[config.mk]
export PLATFORM = sky130hd
export DESIGN_NAME = win_banner_square
export DESIGN_NICKNAME = d
export VERILOG_FILES = /design/src/rtl/win_banner_square_pkg.sv /design/src/rtl/win_banner_square_frame_tick_counter.sv /design/src/rtl/win_banner_square.sv
export SDC_FILE = /design/constraint.sdc
export NUM_CORES = 1
export LEC_CHECK = 0
export ABC_CLOCK_PERIOD_IN_PS = 6900
export BUFFER_PORTS_ARGS = -buffer_cell sky130_fd_sc_hd__buf_2
export CAP_MARGIN = 5
export CELL_PAD_IN_SITES_DETAIL_PLACEMENT = 0
export CELL_PAD_IN_SITES_GLOBAL_PLACEMENT = 1
export CORE_MARGIN = 1.5
export CORE_UTILIZATION = 44
export DETAILED_ROUTE_END_ITERATION = 7
export GPL_ROUTABILITY_DRIVEN = 1
export PLACE_DENSITY = 0.86
export SLEW_MARGIN = 20
export SYNTH_ARGS = -nofsm -noshare
export SYNTH_HDL_FRONTEND = slang
export SYNTH_SLANG_ARGS = --single-unit
export TNS_END_PERCENT = 5
[constraint.sdc]
create_clock -name clk -period 6.9 [get_ports clk]
set_input_delay 0.69 -clock clk [delete_from_list [all_inputs] [get_ports clk]]
set_output_delay 0.69 -clock clk [all_outputs]
set_load 0.005 [all_outputs]
[src/rtl/win_banner_square_pkg.sv]
// win_banner_square_pkg: shared banner geometry, screen size and FSM state encoding.
package win_banner_square_pkg;
    localparam int BANNER_W = 128;
    localparam int BANNER_H = 64;
    localparam int SCREEN_W = 640;
    localparam int SCREEN_H = 480;
    localparam logic signed [11:0] INIT_TOP_Y = -12'sd64;
    typedef enum logic [1:0] {ST_IDLE, ST_SLIDE, ST_HOLD, ST_DONE} state_t;
endpackage

[src/rtl/win_banner_square_frame_tick_counter.sv]
// frame_tick_counter: counts frame pulses, synchronous clear has priority over counting.
module frame_tick_counter
    import win_banner_square_pkg::*;
#(
    parameter int W = 8
) (
    input  logic         clk,
    input  logic         reset,
    input  logic         i_clear,
    input  logic         i_tick,
    output logic [W-1:0] o_count
);
    logic [W-1:0] r_count;
    always_ff @(posedge clk) begin
        if (reset || i_clear) r_count <= '0;
        else if (i_tick) r_count <= r_count + 1'b1;
    end
    assign o_count = r_count;
endmodule

[src/rtl/win_banner_square.sv]
// win_banner_square: "you win" banner that slides down, holds (optionally blinking), then stays shown.
// Optional blinking in HOLD is enabled by defining WIN_BANNER_BLINK_EN.
module win_banner_square
    import win_banner_square_pkg::*;
#(
    parameter int TOP_LEFT_X   = 256,
    parameter int TARGET_Y     = 208,
    parameter int SPEED        = 4,
    parameter int HOLD_FRAMES  = 120,
    parameter int BLINK_FRAMES = 15
) (
    input  logic        clk,
    input  logic        reset,
    input  logic        startOfFrame,
    input  logic        gameWon,
    input  logic [10:0] pixelX,
    input  logic [10:0] pixelY,
    output logic [10:0] offsetX,
    output logic [10:0] offsetY,
    output logic        InsideRectangle,
    output logic        bannerActive
);
    localparam int CNT_W = $clog2((HOLD_FRAMES > BLINK_FRAMES ? HOLD_FRAMES : BLINK_FRAMES) + 1);
    localparam logic signed [11:0] TGT_Y = 12'(TARGET_Y);
    state_t             r_state;
    logic signed [11:0] r_top_y;
    logic [10:0]        r_off_x;
    logic [10:0]        r_off_y;
    logic               r_inside;
    logic [CNT_W-1:0]   w_hold_cnt;
    logic signed [11:0] w_step_y;
    logic signed [11:0] w_dx;
    logic signed [11:0] w_dy;
    logic               w_phase;
    logic               w_show;
    frame_tick_counter #(.W(CNT_W)) u_hold (
        .clk     (clk),
        .reset   (reset),
        .i_clear (r_state != ST_HOLD),
        .i_tick  (startOfFrame),
        .o_count (w_hold_cnt)
    );
`ifdef WIN_BANNER_BLINK_EN
    logic [CNT_W-1:0] w_blink_cnt;
    logic             w_blink_wrap;
    logic             r_phase;
    assign w_blink_wrap = startOfFrame && (w_blink_cnt == CNT_W'(BLINK_FRAMES - 1));
    frame_tick_counter #(.W(CNT_W)) u_blink (
        .clk     (clk),
        .reset   (reset),
        .i_clear ((r_state != ST_HOLD) || w_blink_wrap),
        .i_tick  (startOfFrame),
        .o_count (w_blink_cnt)
    );
    always_ff @(posedge clk) begin
        if (reset || r_state != ST_HOLD) r_phase <= 1'b1;
        else if (w_blink_wrap) r_phase <= ~r_phase;
    end
    assign w_phase = r_phase;
`else
    assign w_phase = 1'b1;
`endif
    always_comb begin
        w_step_y = r_top_y + 12'(SPEED);
        w_dx     = $signed({1'b0, pixelX}) - 12'(TOP_LEFT_X);
        w_dy     = $signed({1'b0, pixelY}) - r_top_y;
        w_show   = (r_state == ST_SLIDE) || (r_state == ST_DONE) || (r_state == ST_HOLD && w_phase);
        w_show   = w_show && w_dx >= 0 && w_dx < 12'(BANNER_W) && w_dy >= 0 && w_dy < 12'(BANNER_H);
    end
    always_ff @(posedge clk) begin
        if (reset) begin
            r_state  <= ST_IDLE;
            r_top_y  <= INIT_TOP_Y;
            r_inside <= 1'b0;
            r_off_x  <= '0;
            r_off_y  <= '0;
        end else begin
            r_inside <= w_show;
            r_off_x  <= w_show ? w_dx[10:0] : '0;
            r_off_y  <= w_show ? w_dy[10:0] : '0;
            if (r_state != ST_IDLE && !gameWon) begin
                r_state <= ST_IDLE;
                r_top_y <= INIT_TOP_Y;
            end else begin
                unique case (r_state)
                    ST_IDLE: if (gameWon) begin
                        r_state <= ST_SLIDE;
                        r_top_y <= INIT_TOP_Y;
                    end
                    ST_SLIDE: if (r_top_y == TGT_Y) r_state <= ST_HOLD;
                        else if (startOfFrame) r_top_y <= (w_step_y >= TGT_Y) ? TGT_Y : w_step_y;
                    ST_HOLD: if (w_hold_cnt == CNT_W'(HOLD_FRAMES)) r_state <= ST_DONE;
                    ST_DONE: r_top_y <= TGT_Y;
                endcase
            end
        end
    end
    assign offsetX         = r_off_x;
    assign offsetY         = r_off_y;
    assign InsideRectangle = r_inside;
    assign bannerActive    = r_state != ST_IDLE;
endmodule

==> flow_metrics.tcl <==
set metrics [dict create \
    dpl.hpwl_mm 4.08 \
    clk_latency_ns 0.29 \
    cts_tree "yes" \
    required_ns 7.13 \
    min_path_cells 2 \
    drtIter0Drc 124 \
    slew-limit-headroom_pct 35.7 \
    cts_made_buffers 5 \
    ios 50 \
    cts_resized 0 \
    placed_cells 404 \
    clockBufferDepth 2 \
    synth_cell_types 59 \
    clock_skew_ns 0.00853 \
    p_leak_uw 0.00131 \
    die_h_microns 77.4 \
    final_area_sq_um 2870 \
    netlist_area_sq_um 2440 \
    synth_flop_cell "dfxtp_1" \
    slew_viol_final 0 \
    wl_per_cell_microns 12.8 \
    reg2reg_setup_slack_ns 3.86 \
    die_w_microns 77.4 \
    status "complete, no violations" \
    ys_seq_area_share_pct 34.5 \
    ys_ff_latch 42 \
    rows 26 \
    htree_levels 2 \
    area_growth_pct 17.7 \
    hold_viol_final 0 \
    min_to "u_hold.o_count[6]" \
    use_met1_pct 24.0 \
    startpoint_type "register" \
    max_cap_viol_count 0 \
    reg2reg_from "r_top_y[6]" \
    worst-endpoint-arrival_ns 3.28 \
    setup_viol 0 \
    postCtsSetupBuffers 0 \
    grt_pass1_vias 1937 \
    postRouteAntennaNets 0 \
    cts.sinks 42 \
    crit_path_end_kind "register" \
    die_area_sq_um 6000 \
    antenna_found_initial 0 \
    cp_max_fo 16 \
    async_flop_share_pct 0 \
    clockRootBuffer "clkbuf_8" \
    portBuffers 49 \
    core_area_sq_um 5240 \
    path_clk_slew_ns 0.08 \
    globalRouteOverflowTotal 0 \
    max_freq_mhz 329 \
    rsz0062_at_grt "false" \
    crit_type "register to register" \
    layout.cells.non_filler 412 \
    period_share_pct 44.1 \
    grt_pass1_wl_mm 8.98 \
    start_util_pct 46.6 \
    synth_edf_count 0 \
    diodes 0 \
    use_met3_pct 5.41 \
    totalNegativeSetupSlack_ns 0 \
    r2r_end "offsetY[5]" \
    hp-class "register to register" \
    power_density_nw_per_um2 273 \
    dpl-instance-area_sq_um 2760 \
    peakVddDrop_uv 202 \
    grt_start_max_net_pins 17 \
    worst_pin_slew_ns 0.960 \
    min-delay-start "u_hold.o_count[6]" \
    wirelength_mm 5.26 \
    grtUsageMet2_pct 30.2 \
    drive_gt1_share_pct 21.3 \
    gp_congestion 0.826 \
    layout.nets 389 \
    synth_area_per_cell_sq_um 8.56 \
    reg2reg_depth 8 \
    top_usage_layer "met2" \
    power_uw 784 \
    min_period_ns 3.04 \
    cts_hold_buf 0 \
    ys_warn_count 0 \
    drc_errors 0 \
    via_per_inst 5.23 \
    syn_inst 285 \
    grt.total_usage_pct 18.7 \
    vias 2155 \
    first_pass_iters 4 \
]
## layout make-up
class                           instances  area, sq um
Multi-Input combinational cell        219         1500
Clock inverter                          1         30.0
Sequential cell                        42          841
Clock buffer                            7         76.3
Fill cell                             533         2370
Inverter                               24         90.1
Tap cell                               70         87.6
Timing Repair Buffer                   49          245
## worst max path at each step
stage                       to  slack (ns)       start
global placement    offsetY[5]        3.72   pixelY[7]
CTS                 offsetY[5]        3.89  r_top_y[6]
floorplan           offsetX[3]        4.29   pixelY[7]
finish              offsetY[5]        3.86  r_top_y[6]
detailed placement  offsetY[5]        3.70   pixelY[7]
global route        offsetY[5]        3.60  r_top_y[2]
## cells by family after synthesis
logic type      synth area share, %
compound gates                 20.9
fa+ha+maj                      11.3
simple gates                   23.6
buf+inv                        5.13
flops                          34.5
other cells                   0.154
mux                            1.28
xor+xnor                       3.23
## sequential cells by signal (all words and copies together), names as in the netlist
| register | flops |
|---|---|
| u_hold.o_count | 7 |
| offsetY | 11 |
| r_state | 2 |
| InsideRectangle | 1 |
| offsetX | 11 |
| r_top_y | 10 |
## critical path, stage by stage, from the launching register on
cell       delay [ns]
dfxtp_1          0.46
inv_1            0.17
ha_1             0.41
a21oi_1          0.25
o221ai_1         0.14
a2111oi_0        0.41
o211ai_1         0.22
a2111oi_4        0.63
and4bb_2         0.30
## through the flow
| stage | util (%) | hold slack (ns) | setup slack [ns] |
|---|---|---|---|
| after floorplan | - | 0.454 | 4.29 |
| after global placement | 52.7 | 0.471 | 3.72 |
| after detailed placement | 52.7 | 0.487 | 3.70 |
| after CTS | 54.8 | 0.502 | 3.89 |
| after global routing | 54.8 | 0.529 | 3.60 |
| final | 54.8 | 0.493 | 3.86 |
## cell usage after synthesis (3+ instances only)
cell | count | area, sq um
a211oi_1 | 4 | 30.0
a31oi_1 | 5 | 31.3
ha_1 | 22 | 275
a21oi_1 | 15 | 75.1
o21ai_0 | 10 | 50.1
clkbuf_1 | 5 | 18.8
nand3_1 | 10 | 50.1
and3_1 | 13 | 81.3
xor2_1 | 3 | 26.3
dfxtp_1 | 42 | 841
nand2_1 | 20 | 75.1
nor3_1 | 8 | 40.0
or2_2 | 3 | 18.8
xnor2_1 | 6 | 52.6
o21a_1 | 4 | 30.0
nand4_1 | 4 | 25.0
a21o_1 | 3 | 22.5
and3b_2 | 3 | 30.0
inv_1 | 24 | 90.1
and3_2 | 4 | 30.0
nand2b_1 | 3 | 18.8
nor2_1 | 22 | 82.6
o211ai_1 | 7 | 52.6
## power by group
part	internal [uW]	leakage, uW	switching (uW)	total [uW]
clock	108	0.0000524	80.4	189
sequential	262	0.000342	28.2	290
combinational	117	0.000919	188	305
## layer usage
| metal | wire, microns | up-vias | part of all wire [%] |
|---|---|---|---|
| met2 | 2400 | 66 | 46 |
| li1 | - | 1134 | - |
| met1 | 2530 | 953 | 48 |
| met4 | 30 | 0 | 0.57 |
| met3 | 306 | 2 | 5.8 |
| met5 | 0 | - | 0 |
## layout by cell type (no fill, tap or decap), types with 5 or more instances in the layout
| cell | n |
|---|---|
| nor2_1 | 22 |
| nand2_1 | 20 |
| a21oi_1 | 15 |
| o21ai_0 | 10 |
| xnor2_1 | 6 |
| conb_1 | 8 |
| a31oi_1 | 5 |
| inv_1 | 24 |
| buf_2 | 49 |
| o211ai_1 | 7 |
| clkbuf_8 | 5 |
| dfxtp_1 | 42 |
| ha_1 | 22 |
| nor3_1 | 8 |
| and3_1 | 13 |
| nand3_1 | 10 |
Power figures use the tool's default switching activity.
